[src/rtl/sdram_pkg.sv]
// Shared types and helpers for the SDRAM port scheduler.
package sdram_pkg;

  // Scheduler FSM states.
  typedef enum logic [1:0] {
    ST_IDLE  = 2'd0,
    ST_GRANT = 2'd1,
    ST_HOLD  = 2'd2
  } sched_state_t;

  localparam int ASIZE_DEF = 23;
  localparam int LEN_W_DEF = 9;

  // Width of an index able to address n ports (at least 1 bit).
  function automatic int idx_w(input int n);
    return (n <= 2) ? 1 : $clog2(n);
  endfunction

endpackage

[src/rtl/sdram_addr_ptr.sv]
// Per-port wrap-around SDRAM address pointer.
// While at_min is set the pointer follows MIN directly, so reset, reload and
// wrap all land on the region start without needing a reset-time copy of MIN.
module sdram_addr_ptr #(
  parameter int ASIZE = 23,
  parameter int LEN_W = 9
) (
  input  logic             CTRL_CLK,
  input  logic             RESET_N,
  input  logic [ASIZE-1:0] MIN,
  input  logic [ASIZE-1:0] MAX,
  input  logic [LEN_W-1:0] LEN,
  input  logic             LOAD,
  input  logic             ADV,
  output logic [ASIZE-1:0] PTR
);

  logic             at_min;
  logic [ASIZE-1:0] ptr_q;
  logic [ASIZE:0]   limit;
  logic             wrap;

  assign PTR = at_min ? MIN : ptr_q;

  // Wrap when ptr >= MAX-LEN; a negative MAX-LEN (MAX<LEN) always wraps.
  always_comb begin
    limit = {1'b0, MAX} - (ASIZE+1)'(LEN);
    wrap  = limit[ASIZE] || ({1'b0, PTR} >= limit);
  end

  // Pointer state: reload beats advance; advance either steps or wraps to MIN.
  always_ff @(posedge CTRL_CLK or negedge RESET_N) begin
    if (!RESET_N) begin
      at_min <= 1'b1;
      ptr_q  <= '0;
    end else if (LOAD) begin
      at_min <= 1'b1;
    end else if (ADV) begin
      if (wrap) begin
        at_min <= 1'b1;
      end else begin
        at_min <= 1'b0;
        ptr_q  <= PTR + ASIZE'(LEN);
      end
    end
  end

endmodule

[src/rtl/sdram_port_scheduler.sv]
// Arbitrates SDRAM page bursts between NW write-FIFO ports and NR read-FIFO
// ports and owns each port's wrap-around address pointer.
//
// Handshake with the command sequencer: REQ_WR/REQ_RD is a level request that,
// once raised, stays high with REQ_ADDR/REQ_LEN/GNT_* stable until the
// sequencer returns a one-cycle XFER_DONE; the request then drops on the next
// edge and a dead HOLD cycle follows so the sequencer observes the falling edge
// before any new request can rise.
module sdram_port_scheduler
  import sdram_pkg::*;
#(
  parameter int NW    = 2,
  parameter int NR    = 2,
  parameter int ASIZE = ASIZE_DEF,
  parameter int LEN_W = LEN_W_DEF,
  parameter int LVL_W = 16,
  parameter int RR_EN = 1
) (
  input  logic               CTRL_CLK,
  input  logic               RESET_N,
  input  logic [NW*LVL_W-1:0] WR_LVL,
  input  logic [NW*LEN_W-1:0] WR_LEN,
  input  logic [NW*ASIZE-1:0] WR_MIN,
  input  logic [NW*ASIZE-1:0] WR_MAX,
  input  logic [NW-1:0]       WR_LOAD,
  input  logic [NR*LVL_W-1:0] RD_LVL,
  input  logic [NR*LEN_W-1:0] RD_LEN,
  input  logic [NR*ASIZE-1:0] RD_MIN,
  input  logic [NR*ASIZE-1:0] RD_MAX,
  input  logic [NR-1:0]       RD_LOAD,
  input  logic               SEQ_IDLE,
  input  logic               XFER_DONE,
  output logic               REQ_WR,
  output logic               REQ_RD,
  output logic [ASIZE-1:0]   REQ_ADDR,
  output logic [LEN_W-1:0]   REQ_LEN,
  output logic [NW-1:0]      GNT_WR,
  output logic [NR-1:0]      GNT_RD,
  output sched_state_t       DBG_STATE
);

  localparam int NP = NW + NR;
  localparam int PW = idx_w(NP);
  localparam int CW = (LVL_W > LEN_W) ? LVL_W : LEN_W;

  // Ports flattened in arbitration order W0..W(NW-1), R0..R(NR-1).
  logic [LEN_W-1:0] len_a [NP];
  logic [ASIZE-1:0] min_a [NP];
  logic [ASIZE-1:0] max_a [NP];
  logic [ASIZE-1:0] ptr_a [NP];
  logic [NP-1:0]    load_a;
  logic [NP-1:0]    elig;
  logic [NP-1:0]    adv;

  sched_state_t state_q, state_d;
  logic         grant_set, grant_clr;
  logic         any_elig;
  logic [PW-1:0] win_d, win_q, rr_q, rr_next, start;
  logic [PW:0]   idx;
  logic [NW-1:0] gnt_wr_d;
  logic [NR-1:0] gnt_rd_d;
  logic          burst_loaded;

  for (genvar gi = 0; gi < NW; gi++) begin : g_wr
    assign len_a[gi]  = WR_LEN[gi*LEN_W +: LEN_W];
    assign min_a[gi]  = WR_MIN[gi*ASIZE +: ASIZE];
    assign max_a[gi]  = WR_MAX[gi*ASIZE +: ASIZE];
    assign load_a[gi] = WR_LOAD[gi];
    // A write port needs a full burst waiting in its FIFO.
    assign elig[gi] = (CW'(WR_LVL[gi*LVL_W +: LVL_W]) >= CW'(len_a[gi])) &&
                      (len_a[gi] != '0) && !WR_LOAD[gi];
  end

  for (genvar gi = 0; gi < NR; gi++) begin : g_rd
    assign len_a[NW+gi]  = RD_LEN[gi*LEN_W +: LEN_W];
    assign min_a[NW+gi]  = RD_MIN[gi*ASIZE +: ASIZE];
    assign max_a[NW+gi]  = RD_MAX[gi*ASIZE +: ASIZE];
    assign load_a[NW+gi] = RD_LOAD[gi];
    // A read port is eligible while its fill level is below one burst.
    assign elig[NW+gi] = (CW'(RD_LVL[gi*LVL_W +: LVL_W]) < CW'(len_a[NW+gi])) &&
                         (len_a[NW+gi] != '0) && !RD_LOAD[gi];
  end

  for (genvar gp = 0; gp < NP; gp++) begin : g_ptr
    // A reload seen during this port's burst suppresses the closing advance.
    assign adv[gp] = grant_clr && (win_q == PW'(gp)) && !burst_loaded;
    sdram_addr_ptr #(.ASIZE(ASIZE), .LEN_W(LEN_W)) u_ptr (
      .CTRL_CLK (CTRL_CLK),
      .RESET_N  (RESET_N),
      .MIN      (min_a[gp]),
      .MAX      (max_a[gp]),
      .LEN      (len_a[gp]),
      .LOAD     (load_a[gp]),
      .ADV      (adv[gp]),
      .PTR      (ptr_a[gp])
    );
  end

  assign start = (RR_EN != 0) ? rr_q : '0;

  // Rotating priority encoder: first eligible port at or after start.
  always_comb begin
    any_elig = 1'b0;
    win_d    = '0;
    idx      = '0;
    for (int k = 0; k < NP; k++) begin
      idx = {1'b0, start} + (PW+1)'(k);
      if (idx >= (PW+1)'(NP)) idx = idx - (PW+1)'(NP);
      if (!any_elig && elig[idx[PW-1:0]]) begin
        any_elig = 1'b1;
        win_d    = idx[PW-1:0];
      end
    end
  end

  // One-hot grant decode and next round-robin start for the candidate winner.
  always_comb begin
    gnt_wr_d = '0;
    gnt_rd_d = '0;
    for (int i = 0; i < NW; i++) gnt_wr_d[i] = (win_d == PW'(i));
    for (int j = 0; j < NR; j++) gnt_rd_d[j] = (win_d == PW'(NW + j));
    rr_next = (win_d == PW'(NP - 1)) ? '0 : win_d + PW'(1);
  end

  // FSM state register.
  always_ff @(posedge CTRL_CLK or negedge RESET_N) begin
    if (!RESET_N) state_q <= ST_IDLE;
    else          state_q <= state_d;
  end

  // FSM next state.
  always_comb begin
    state_d = state_q;
    unique case (state_q)
      ST_IDLE:  if (grant_set) state_d = ST_GRANT;
      ST_GRANT: if (XFER_DONE) state_d = ST_HOLD;
      ST_HOLD:  state_d = ST_IDLE;
      default:  state_d = ST_IDLE;
    endcase
  end

  // FSM outputs: when a grant is taken and when it is released.
  always_comb begin
    grant_set = (state_q == ST_IDLE) && SEQ_IDLE && any_elig;
    grant_clr = (state_q == ST_GRANT) && XFER_DONE;
  end

  // Registered request/grant outputs, held stable for the whole burst.
  always_ff @(posedge CTRL_CLK or negedge RESET_N) begin
    if (!RESET_N) begin
      REQ_WR   <= 1'b0;
      REQ_RD   <= 1'b0;
      REQ_ADDR <= '0;
      REQ_LEN  <= '0;
      GNT_WR   <= '0;
      GNT_RD   <= '0;
      win_q    <= '0;
      rr_q     <= '0;
    end else if (grant_set) begin
      REQ_WR   <= (win_d < PW'(NW));
      REQ_RD   <= (win_d >= PW'(NW));
      REQ_ADDR <= ptr_a[win_d];
      REQ_LEN  <= len_a[win_d];
      GNT_WR   <= gnt_wr_d;
      GNT_RD   <= gnt_rd_d;
      win_q    <= win_d;
      if (RR_EN != 0) rr_q <= rr_next;
    end else if (grant_clr) begin
      REQ_WR   <= 1'b0;
      REQ_RD   <= 1'b0;
      REQ_ADDR <= '0;
      REQ_LEN  <= '0;
      GNT_WR   <= '0;
      GNT_RD   <= '0;
    end
  end

  // Remember a reload of the granted port until its burst closes.
  always_ff @(posedge CTRL_CLK or negedge RESET_N) begin
    if (!RESET_N)                                    burst_loaded <= 1'b0;
    else if (grant_clr)                              burst_loaded <= 1'b0;
    else if (state_q == ST_GRANT && load_a[win_q])   burst_loaded <= 1'b1;
  end

  assign DBG_STATE = state_q;

endmodule

[config.mk]
export PLATFORM = sky130hd
export DESIGN_NAME = sdram_port_scheduler
export DESIGN_NICKNAME = d
export VERILOG_FILES = /design/src/rtl/sdram_pkg.sv /design/src/rtl/sdram_addr_ptr.sv /design/src/rtl/sdram_port_scheduler.sv
export SDC_FILE = /design/constraint.sdc
export NUM_CORES = 1
export LEC_CHECK = 0
export CAP_MARGIN = 20
export CORE_MARGIN = 4
export CORE_UTILIZATION = 50
export CTS_CLUSTER_DIAMETER = 50
export DETAILED_ROUTE_END_ITERATION = 7
export DONT_BUFFER_PORTS = 1
export PLACE_DENSITY_LB_ADDON = 0.1
export SETUP_SLACK_MARGIN = 0.3
export SKIP_LAST_GASP = 1
export SLEW_MARGIN = 10
export SYNTH_ARGS = -nofsm -noshare
export SYNTH_HDL_FRONTEND = slang
export SYNTH_HIERARCHICAL = 1
export SYNTH_SLANG_ARGS = --single-unit
[constraint.sdc]
create_clock -name CTRL_CLK -period 6 [get_ports CTRL_CLK]
set_input_delay 0.9 -clock CTRL_CLK [delete_from_list [all_inputs] [get_ports CTRL_CLK]]
set_output_delay 0.9 -clock CTRL_CLK [all_outputs]
set_load 0.03 [all_outputs]
# ---- Yosys cells after proc, flatten, opt, wreduce, memory -nomap -nowiden
# Cells that the tools add are included.
dict set report totals {
  regBits 141
  in_bits 292
}
dict set report classes {
  addsub 16
  eq_ne 9
  n_mux 60
  reduce_logical 53
  bitwise_logic 9
  order_cmp 20
}
# cell n
set ops {}
lappend ops {{$mux W23} 8}
lappend ops {{$ge A23 B24 Y1} 4}
lappend ops {{$sub A23 B9 Y24} 4}
lappend ops {{$add A23 B9 Y23} 4}
lappend ops {{$bmux W23 S2} 1}
lappend ops {{$mux W9} 4}
lappend ops {{$reduce_bool A9 Y1} 4}
lappend ops {{$ge A16 B9 Y1} 2}
lappend ops {{$lt A16 B9 Y1} 2}
lappend ops {{$mux W2} 14}
lappend ops {{$mux W1} 26}
lappend ops {{$logic_and A1 B1 Y1} 23}
lappend ops {{$bmux W9 S2} 1}
lappend ops {{$lt A2 B3 Y1 const B} 5}
lappend ops {{$ge A3 B3 Y1 const B} 4}
lappend ops {{$reduce_and A3 Y1} 4}
lappend ops {{$reduce_bool A2 Y1} 6}
lappend ops {{$bmux W1 S2} 5}
lappend ops {{$eq A2 B2 Y1 const B} 4}
lappend ops {{$logic_not A1 Y1} 8}
lappend ops {{$not A1 Y1} 8}
lappend ops {{$sub A2 B1 Y2 const B} 4}
lappend ops {{$add A2 B2 Y3 const B} 2}
lappend ops {{$eq A2 B1 Y1 const B} 3}
lappend ops {{11 further kinds} 17}

# ---- Depth between registers and ports, before layout
dict set report logic_depth {
  word_depth 20
  ltp_mapped 21
  depth_no_buf 19
}

# ---- Modules after synthesis
# The synthesis kept the hierarchy.
# module cells_per_inst instances area_each_um2
set modules_own_cells {}
lappend modules_own_cells {{sdram_addr_ptr (g_ptr[0].u_ptr ...)} 342 3 3091.7}
lappend modules_own_cells {sdram_port_scheduler 450 1 3940.0}
lappend modules_own_cells {{sdram_addr_ptr (g_ptr[1].u_ptr)} 343 1 3096.7}

# ---- Worst setup path before layout
# No wires, ideal clock.
dict set report synth_timing {
  kind {input port to flip-flop}
  startpoint {input RD_LEN[2]}
  endpoint {register g_ptr[2].u_ptr.ptr_q[0]}
  setup_slack_ps 1296
  cell_stages 19
  arrival_time_ps 4579
  setup_ps 125
  path_cell_list {inv_1 -> ha_1 -> o21ai_0 -> a21oi_1 -> or4_1 -> a21o_1 -> a21oi_1 -> o21bai_1 -> xor2_1 -> ha_1 -> a21o_1 -> a21o_1 -> a221o_1 -> a21oi_1 -> and4_1 -> o311a_1 -> buf_6 -> buf_6 -> mux2_4}
}
dict set report synth_between {
  elab_chain_len 5
}
# element line_no
set synth_rtl {}
lappend synth_rtl {{start: declaration} sdram_port_scheduler.sv:27} ;# input logic [NR*LEN_W-1:0] RD_LEN,
lappend synth_rtl {{$sub A23 B9 Y24 (*)} sdram_addr_ptr.sv:27} ;# limit = {1'b0, MAX} - (ASIZE+1)'(LEN);
lappend synth_rtl {{$ge A23 B24 Y1} sdram_addr_ptr.sv:28} ;# wrap = limit[ASIZE] || ({1'b0, PTR} >= limit);
lappend synth_rtl {{$logic_or A1 B1 Y1 (*)} sdram_addr_ptr.sv:28}
lappend synth_rtl {{$not A1 Y1 (no line) (*)} --}
lappend synth_rtl {{$reduce_and A3 Y1 (no line) (*)} --}
lappend synth_rtl {{end signal: assignment} sdram_addr_ptr.sv:43} ;# ptr_q <= PTR + ASIZE'(LEN);
lappend synth_rtl {{end: declaration} sdram_addr_ptr.sv:19} ;# logic [ASIZE-1:0] ptr_q;
# Every way passes the cells marked *; elsewhere a longest branch is shown, timed or not.
# A chain may end at the register's enable or synchronous reset.

# ---- Final worst setup path
dict set report layout_timing {
  startpoint {input RD_MAX[0]}
  endpoint {register g_ptr[2].u_ptr.ptr_q[14]}
}
dict set report layout_between {
  elab_chain_len 5
}
# element line_no
set layout_rtl {}
lappend layout_rtl {{start: declaration} sdram_port_scheduler.sv:29} ;# input logic [NR*ASIZE-1:0] RD_MAX,
lappend layout_rtl {{$sub A23 B9 Y24 (*)} sdram_addr_ptr.sv:27}
lappend layout_rtl {{$ge A23 B24 Y1} sdram_addr_ptr.sv:28}
lappend layout_rtl {{$logic_or A1 B1 Y1 (*)} sdram_addr_ptr.sv:28}
lappend layout_rtl {{$not A1 Y1 (no line) (*)} --}
lappend layout_rtl {{$reduce_and A3 Y1 (no line) (*)} --}
# Marks and branches as above.

==> flow_summary.yaml <==
run_status:
  outcome: "complete, no violations"
sta:
  period_share: 0.814
  slew_headroom: 0.297
  worst_pin_slew_ns: 1.04
  hold_viol_final: 0
  fmax_mhz: 205
  slew_viol_final: 0
  finalWorstSetupSlack_ns: 1.12
  rsz0062_at_grt: "false"
  min_period_ns: 4.88
  tns_ns: 0
  final-setup-viol-count: 0
  clock_skew_ns: 0.00918
floorplanning:
  die-width_um: 189
  io_pins: 332
  core_area_um2: 31900
  rows: 65
  die_area_um2: 35600
  initial_core_util: 0.512
  die_h_um: 189
clock_tree:
  cts_hold_buf: 0
  clock_latency_ns: 0.45
  cts_setup_buffers: 0
  numCtsBuffers: 17
  root_buffer: "clkbuf_16"
  cts_resized: 0
  htree_levels: 4
  cts_max_path_buffers: 2
  cts_tree: "built"
  path_clk_slew_ns: 0.06
  cts_sinks: 141
power_and_ir_drop:
  power_density_nw_per_um2: 256
  power.leakage_uw: 0.00802
  ir_worst_vdd_v: 0.000231
cells_and_area:
  layout-drive-gt1-share: 0.114
  stdcell_count: 2248
  final_nets: 2301
  fin_util: 0.543
  area_delta_synth_final_pct: 6.19
place:
  dp.cells: 2212
  place_worst_setup_slack_ns: 0.764
  portBuffers: 0
  post-dp-hpwl_um: 43300
  gp_congestion: 0.942
worst_setup_path:
  startpoint_type: "input pin"
  end_kind: "register"
  path_max_fanout: 24
  cp.arrival_ns: 5.21
  timing_worst_setup_path_type: "in2reg"
  required_ns: 6.33
  rr_worst_depth: 11
drt:
  drc: 0
  finalWirelength_um: 52900
  ant_nets: 0
  drt_first_iter_violations: 780
  wire_per_inst_um: 23.5
  num_vias: 13700
  drt-vias-per-instance: 6.11
  firstDrtPassIters: 5
yosys:
  ys_async_sr_fraction: 1.00
  synth-seq-cells: 141
  synth_top_area_share: 0.210
  syn_avg_cell_area_um2: 8.97
  synth_edf_count: 0
  yosys-top-cells-area: "dfrtp_1, ha_1, mux2_4, xnor2_1, mux2_2"
  ys.flop_type: "dfrtp_1"
  ys_seq_area_frac: 0.217
  yosysMostFrequentCell: "ha_1"
  synthTopCellsByCount: "ha_1, inv_1, dfrtp_1"
  syn_inst: 1819
  syn_nets: 2321
  synth_area_um2: 16300
  synth_cell_types: 77
  yosys.area.top_type: "dfrtp_1"
  yosysWarnings: 6
job:
  cap_violations: 0
min_path:
  hp-class: "in2async"
grt:
  overflow: 0
  grt_antenna_before_repair: 7
  grt_util_all_layers: 0.288
  grt_max_degree: 142
  grt_pass1_vias: 13700
  grt_pass1_wl_um: 79500
layer usage:
metal / GRT usage / vias up / wire length (µm)
li1: - / 6627 / -
met1: 0.358 / 6593 / 22300
met2: 0.485 / 411 / 25000
met3: 0.0787 / 83 / 3940
met4: 0.0998 / 12 / 1640
met5: 0 / - / 59
critical path, cell delays in order:
cell and delay (ns):
inv_1 0.05, ha_1 0.16, inv_1 0.06, fa_1 0.40, a21o_1 0.17, a21oi_1 0.31
nor2b_1 0.12, nor3_1 0.23, o311a_1 0.42, nand2_1 0.11, xor2_1 0.16, ha_1 0.17
a21o_1 0.15, a21o_1 0.17, a221o_1 0.35, a21oi_1 0.14, and4_1 0.20, o311a_1 0.17
buf_4 0.38, mux2_2 0.38
flip-flops by register name, summed over array words and instances, names as in the netlist:
name                count
GNT_RD                  2
REQ_WR                  1
GNT_WR                  2
g_ptr.u_ptr/ptr_q      92
REQ_ADDR               23
REQ_LEN                 9
REQ_RD                  1
rr_q                    2
burst_loaded            1
g_ptr.u_ptr/at_min      4
win_q                   2
DBG_STATE               2
cell type report:
| class | instances | area (µm²) |
|---|---|---|
| flip-flops and latches | 141 | 3530 |
| multi-input cells | 1478 | 11900 |
| well taps | 435 | 544 |
| diodes | 1 | 2.50 |
| clock buffers | 17 | 425 |
| inverters | 146 | 548 |
| repair buffers | 15 | 135 |
| fillers | 3039 | 14600 |
| clock inverters | 15 | 186 |
path summary, 6_finish.rpt:
| path | startpoint | endpoint | slack, ns |
|---|---|---|---|
| min in group CTRL_CLK | g_ptr[1].u_ptr/ptr_q[14]$_DFFE_PN0P_ | g_ptr[1].u_ptr/ptr_q[14]$_DFFE_PN0P_ | 0.49 |
| max | RD_MAX[0] | g_ptr[2].u_ptr/ptr_q[14]$_DFFE_PN0P_ | 1.12 |
| min reg2reg | g_ptr[1].u_ptr/ptr_q[14]$_DFFE_PN0P_ | g_ptr[1].u_ptr/ptr_q[14]$_DFFE_PN0P_ | 0.49 |
| max reg2reg | g_ptr[1].u_ptr/at_min$_DFFE_PN1P_ | g_ptr[1].u_ptr/ptr_q[18]$_DFFE_PN0P_ | 1.71 |
| min | RESET_N | g_ptr[3].u_ptr/ptr_q[0]$_DFFE_PN0P_ | 0.15 |
| max in group asynchronous | RESET_N | g_ptr[0].u_ptr/at_min$_DFFE_PN1P_ | 5.55 |
logic make-up (layout without fill, tap and decap cells):
logic type	count (synthesis)	in the layout	synth area share
AO/OA/AOI/OAI	445	445	0.181
XOR/XNOR	159	159	0.0854
adder cells (fa/ha/maj)	210	210	0.165
buffers and inverters	200	193	0.0535
flip-flops	141	141	0.217
multiplexers	189	189	0.146
other	0	1	0
AND/OR/NAND/NOR	475	475	0.153
placed cells by master (no fill, tap or decap), drive strengths merged, types with 7 or more instances in the layout:
cell and count:
nand3 61, xor2 56, or4 14, mux2i 48, nor4 26, xnor2 103, nand2b 32, and4 11
a31oi 7, o21ai 120, o21bai 14, clkbuf 17, a21oi 118, a221o 36, dfrtp 137, nor3 52
o21a 15, mux2 140, inv 150, nor2 84, ha 202, nor2b 25, a2111oi 7, nand4 20
a211oi 14, nand3b 7, a21o 49, buf 15, o211ai 7, nand2 103, fa 8, o311a 7
report_power, final:
| part | internal, µW | total, µW | switching, µW |
|---|---|---|---|
| Combinational | 800 | 1640 | 843 |
| Clock | 660 | 1140 | 481 |
| Sequential | 1190 | 1650 | 460 |
metrics by stage:
stage | hold WS, ns | power, µW | cell area, µm²
global placement | 0.466 | 3240 | 16700
floorplan | 0.450 | 2860 | 16300
global route | 0.130 | 4690 | 17300
detailed placement | 0.476 | 3280 | 16700
CTS | 0.131 | 4440 | 17300
finish | 0.151 | 4430 | 17300
(Power assumes the default switching activity.)
==> patch 1 (config.mk and constraints unchanged) <==
Set the parameter `NR` to 4 (it was 2).
--- a/src/rtl/sdram_port_scheduler.sv
+++ b/src/rtl/sdram_port_scheduler.sv
@@ -11,5 +11,5 @@
 #(
   parameter int NW    = 2,
-  parameter int NR    = 2,
+  parameter int NR    = 4,
   parameter int ASIZE = ASIZE_DEF,
   parameter int LEN_W = LEN_W_DEF,
Ports: changed (6 resized); port bits go from 332 to 478. No check against the original RTL was run, so the function may have changed too.
==> patch 1 against the unedited design <==
- synthesized cell count is 75% higher
- area after synthesis is 63% higher
- worst setup slack worse by 0.55 ns
- sequential cell count is 52 higher
- routed wire length is 97% higher
- sequential share of layout area is 3.0 points lower
- final area is 61% higher
- power grew to 2.6 times the old value
- largest cell class unchanged
==> patch 1: results (changes against the unedited design) <==
[route]
drt_wl_total_um = 104000  ; was 52900 um
first_iter_violations = 2170  ; was 780
first_pass_iters = 6  ; was 5
vias_per_cell = 6.64  ; was 6.11

[sta]
tightest_slew_ns = 1.13  ; was 1.04 ns
fin_worst_skew_ns = 0.0116  ; was 0.00918 ns

[pwr]
p_sw_uw = 6320  ; was 1780 uW
ir_drop_uv = 509  ; was 231 uV
leakagePower_uw = 0.0127  ; was 0.00802 uW

[outcome]
status = completed  ; unchanged

[placed_design]
port_buffers = 0  ; unchanged
place_area_mm2 = 0.0272  ; was 0.0167 mm2
globalplace.congestion = 0.973  ; was 0.942
dp_hpwl_um = 83200  ; was 43300 um

[clocking]
clock-root-buffer = clkbuf_16  ; unchanged
cts_setup_buffers = 0  ; unchanged
clk_latency_ns = 0.51  ; was 0.45 ns
h-tree-depth = 4  ; unchanged
cts_buffer_depth = 2  ; unchanged
cts_buffers = 17  ; unchanged
cts.repair.resized = 0  ; unchanged
clk_pin_slew_ns = 0.08  ; was 0.06 ns

[worst_setup_path]
worst_ep_arrival_time_ns = 5.87  ; was 5.21 ns
regToRegSetupSlack_ns = 0.57  ; was 1.71 ns
reg2reg_depth = 14  ; was 11
r2r_start = rr_q[2]  ; was g_ptr[1].u_ptr/at_min
r2r-end = REQ_ADDR[6]  ; was g_ptr[1].u_ptr/ptr_q[18]
cp_max_fo = 31  ; was 24

[global_routing]
grt_usage_pct = 35.0  ; was 28.8%
grt_max_degree = 194  ; was 142
antenna_found_initial = 10  ; was 7
grt_pass1_wl_um = 153000  ; was 79500 um
first_global_vias = 24400  ; was 13700

[logic_synthesis]
syn_nets = 3931  ; was 2321
seq_area_frac_synth_pct = 18.2  ; was 21.7%
synth_common_cells = nand2_1 (329), ha_1 (304), inv_1 (209), dfrtp_1 (187), nor2_1 (153)  ; was ha_1 (202), inv_1 (146), dfrtp_1 (137), a21oi_1 (118), o21ai_0 (116)
synth_area_leaders = dfrtp_1 (18%), ha_1 (14%), mux2_4 (4.9%), xnor2_1 (4.8%), nand2_1 (4.6%)  ; was dfrtp_1 (21%), ha_1 (15%), mux2_4 (7.3%), xnor2_1 (5.5%), mux2_2 (3.9%)
ys_warn_count = 6  ; unchanged
ys_async_sr_fraction_pct = 100  ; unchanged
ys_types = 100  ; was 77

[finish]
layout-drive-gt1-share_pct = 10.3  ; was 11.4%
n_fill_cell = 4986  ; was 3039
largestRegisters = g_ptr.u_ptr/ptr_q (138), REQ_ADDR (23), REQ_LEN (9)  ; was g_ptr.u_ptr/ptr_q (92), REQ_ADDR (23), REQ_LEN (9)

[worst_hold_path]
hold_path.class = primary input to async pin  ; unchanged

==> patch 1: cell types whose count changed in the layout (fill, tap and decap cells not counted), sizes merged, moves of 50 or more <==
cell,before,now
dfrtp,137,187
inv,150,213
ha,202,304
nand2,103,329
nor2,84,156
mux2,140,195
a31oi,7,85
==> patch 1: power groups by stage <==
stage          Sequential (uW)  Clock, uW  Combinational (uW)
3_3_place_gp              2380          0                7740
2_1_floorplan             2140          0                5810
4_1_cts                   2370       1300                7870
6_report                  2380       1290                8060
5_1_grt                   2430       1350                8650
3_5_place_dp              2390          0                7830
==> patch 1: logic make-up after synthesis <==
kind of cell / synth area share [%]
muxes: 12.5
xor gates and xnor gates: 7.96
buffers and inverters: 5.72
and+or+nand+nor: 20.6
DFF: 18.2
adders and majority gates: 15.2
AOI/OAI and AO/OA: 19.9
==> patch 1: area by class of cell <==
class	instances	area (um2)	share of cell area, %
multi-input cells	2640	20300	73.0
diodes	4	10.0	0.0360
clock buffers	21	460	1.65
clock inverters	11	150	0.540
repair buffers	47	390	1.40
flip-flops and latches	193	4840	17.4
well taps	688	861	3.09
inverters	210	788	2.83
==> patch 1: per-layer routing <==
layer  vias up  GRT usage (%)  part of all wire [%]
met4        10           14.5                   4.4
met5         -              0                 0.060
met2      1107           55.9                    46
met3       207           9.90                   9.7
met1     12400           44.5                    40
li1      11600              -                     -
==> patch 1: worst max-delay path, cell delays in order, from the launching register on <==
cell	delay, ns
dfrtp_1	0.60
inv_1	0.21
ha_1	0.43
a211o_1	0.36
o21ai_0	0.29
nand2_1	0.26
nor4_1	0.36
nor4_1	0.09
a22oi_1	0.73
a211o_2	0.68
buf_4	0.31
nand3_1	0.09
a31o_2	0.27
a31oi_1	0.42
a32o_1	0.24
==> patch 1: per-stage QoR <==
step	hold WS, ns	util, %	total power (uW)	instances	setup WS, ns
2_1_floorplan	0.473	-	7950	3179	1.04
3_3_place_gp	0.488	51.7	10100	3778	0.541
3_5_place_dp	0.485	51.7	10200	3778	0.496
4_1_cts	0.0713	52.8	11500	3810	0.697
5_1_grt	0.0648	52.8	12400	3814	0.370
6_report	0.0869	52.8	11700	3814	0.569
==> patch 1: worst max path at each step <==
stage,from,to,slack [ns],cells after the start
after floorplan,rr_q[0],rr_q[2],1.04,21
after global placement,RD_LEN[26],REQ_ADDR[6],0.54,14
after detailed placement,RD_LEN[26],REQ_ADDR[6],0.50,14
after CTS,rr_q[2],REQ_ADDR[6],0.70,14
after global routing,rr_q[2],REQ_LEN[8],0.37,13
final,rr_q[2],REQ_ADDR[6],0.57,14
==> patch 2 (same flow settings) <==
Without the edit above. Reset style: synchronous (`RESET_N`), changed in 4 clocked blocks.
--- a/src/rtl/sdram_addr_ptr.sv
+++ b/src/rtl/sdram_addr_ptr.sv
@@ -30,5 +30,5 @@
 
   // Pointer state: reload beats advance; advance either steps or wraps to MIN.
-  always_ff @(posedge CTRL_CLK or negedge RESET_N) begin
+  always_ff @(posedge CTRL_CLK) begin
     if (!RESET_N) begin
       at_min <= 1'b1;
--- a/src/rtl/sdram_port_scheduler.sv
+++ b/src/rtl/sdram_port_scheduler.sv
@@ -124,5 +124,5 @@
 
   // FSM state register.
-  always_ff @(posedge CTRL_CLK or negedge RESET_N) begin
+  always_ff @(posedge CTRL_CLK) begin
     if (!RESET_N) state_q <= ST_IDLE;
     else          state_q <= state_d;
@@ -147,5 +147,5 @@
 
   // Registered request/grant outputs, held stable for the whole burst.
-  always_ff @(posedge CTRL_CLK or negedge RESET_N) begin
+  always_ff @(posedge CTRL_CLK) begin
     if (!RESET_N) begin
       REQ_WR   <= 1'b0;
@@ -177,5 +177,5 @@
 
   // Remember a reload of the granted port until its burst closes.
-  always_ff @(posedge CTRL_CLK or negedge RESET_N) begin
+  always_ff @(posedge CTRL_CLK) begin
     if (!RESET_N)                                    burst_loaded <= 1'b0;
     else if (grant_clr)                              burst_loaded <= 1'b0;
Formal check against the unedited RTL: differs if RESET_N is asserted again (counterexample within 4 cycles, from zero or initial values and one cycle with RESET_N low); with RESET_N held inactive, the same outputs for 4 cycles.
==> patch 2 against the unedited design <==
- via count grew 11%
- power shrank 27%
- final area increased by 1.1%
- area after synthesis increased by 1.6%
- critical path type unchanged
- sequential share of layout area fell by 4.3 points
- register-to-register slack got worse by 0.31 ns
- sequential cell count unchanged
- worst setup slack worse by 0.20 ns
- critical path depth is 1 lower
- routed wire length up 7.2%
==> patch 2: results (changes against the unedited design) <==
[worst_setup_path]
cp_max_fo = 16  ; was 24
crit_start = WR_MAX[0]  ; was RD_MAX[0]
regToRegSetupSlack_ns = 1.40  ; was 1.71 ns
worst_ep_arrival_time_ns = 5.43  ; was 5.21 ns
r2r_start = g_ptr[0].u_ptr/at_min  ; was g_ptr[1].u_ptr/at_min
crit_slowest_cell = nor3_4  ; was o311a_1
slowest_delay_ns = 0.75  ; was 0.42 ns

[global_routing]
use_met3_pct = 8.13  ; was 7.87%
grt_util_met1_pct = 38.3  ; was 35.8%
grt_usage_pct = 30.3  ; was 28.8%

[sta]
fmax_mhz = 197  ; was 205 MHz
fin_worst_skew_ns = 0.0133  ; was 0.00918 ns

[route]
drt-met1-wl_um = 24000  ; was 22300 um
drt_wl_total_um = 56800  ; was 52900 um
first_iter_violations = 1071  ; was 780
wl_met2_um = 26300  ; was 25000 um
wl_met3_um = 4420  ; was 3940 um

[logic_synthesis]
synthAdderAreaFrac_pct = 16.2  ; was 16.5%
synth_common_cells = ha_1 (202), nand2_1 (170), inv_1 (155), dfxtp_1 (141), nor2_1 (129)  ; was ha_1 (202), inv_1 (146), dfrtp_1 (137), a21oi_1 (118), o21ai_0 (116)
synth_xor_area_share_pct = 7.92  ; was 8.54%
ys_async_sr_fraction_pct = 0  ; was 100%
ys_types = 89  ; was 77
seq_area_frac_synth_pct = 17.0  ; was 21.7%

[placed_design]
globalplace.congestion = 0.963  ; was 0.942
dp_hpwl_um = 46600  ; was 43300 um
pre_cts_ws_ns = 0.500  ; was 0.764 ns

[finish]
nNetsFinal = 2537  ; was 2301

[worst_hold_path]
hold_path.class = flip-flop to flip-flop  ; was primary input to async pin

[outcome]
status = completed  ; unchanged

-- patch 2: cell types whose count changed in the layout (fill, tap and decap cells not counted), moves of 23 or more --
cell     unedited run  this run
a211o_1             5        43
a221o_1            36         0
and2_1              3        43
dfrtp_1           137         0
dfxtp_1             0       141
mux2_4             79        17
nand2_1           103       170
nand3_1            61       120
nor2_1             83       128
o21ai_1             3        39
xnor2_1           103        80
-- patch 2: power by group --
part / switching (uW) / internal (uW) / total [uW]
Clock: 478 / 705 / 1180
Combinational: 603 / 426 / 1030
Sequential: 63.9 / 959 / 1020
-- patch 2: cell families after synthesis --
family / count (synthesis)
flip-flops: 141
AO/OA/AOI/OAI: 508
XOR/XNOR: 150
AND/OR/NAND/NOR: 686
buffers and inverters: 234
adder cells (fa/ha/maj): 210
multiplexers: 148
-- patch 2: through the flow --
step	hold slack, ns	cell area, um2	utilization, %	std cells
floorplan	0.429	16600	-	2077
global placement	0.437	16800	51.6	2457
global route	0.468	17500	53.6	2492
detailed placement	0.442	16800	51.6	2457
finish	0.455	17500	53.7	2497
CTS	0.455	17500	53.6	2489
-- patch 2: worst register-to-register path, delay by kind of cell (launching register included) --
kind	cells	cell delay (ns)
buffers and inverters	2	0.58
muxes	1	0.37
DFF	1	0.92
AOI/OAI and AO/OA	5	1.05
and+or+nand+nor	2	1.22
adders and majority gates	1	0.36
-- patch 2: cell type report --
cell class	count	area, um2	area share, %
Timing Repair Buffer	15	116	0.665
Inverter	158	596	3.40
Antenna cell	7	17.5	0.100
Multi-Input combinational cell	1702	12800	72.9
Clock buffer	18	429	2.45
Tap cell	442	553	3.16
Sequential cell	141	2820	16.1
Clock inverter	14	206	1.18
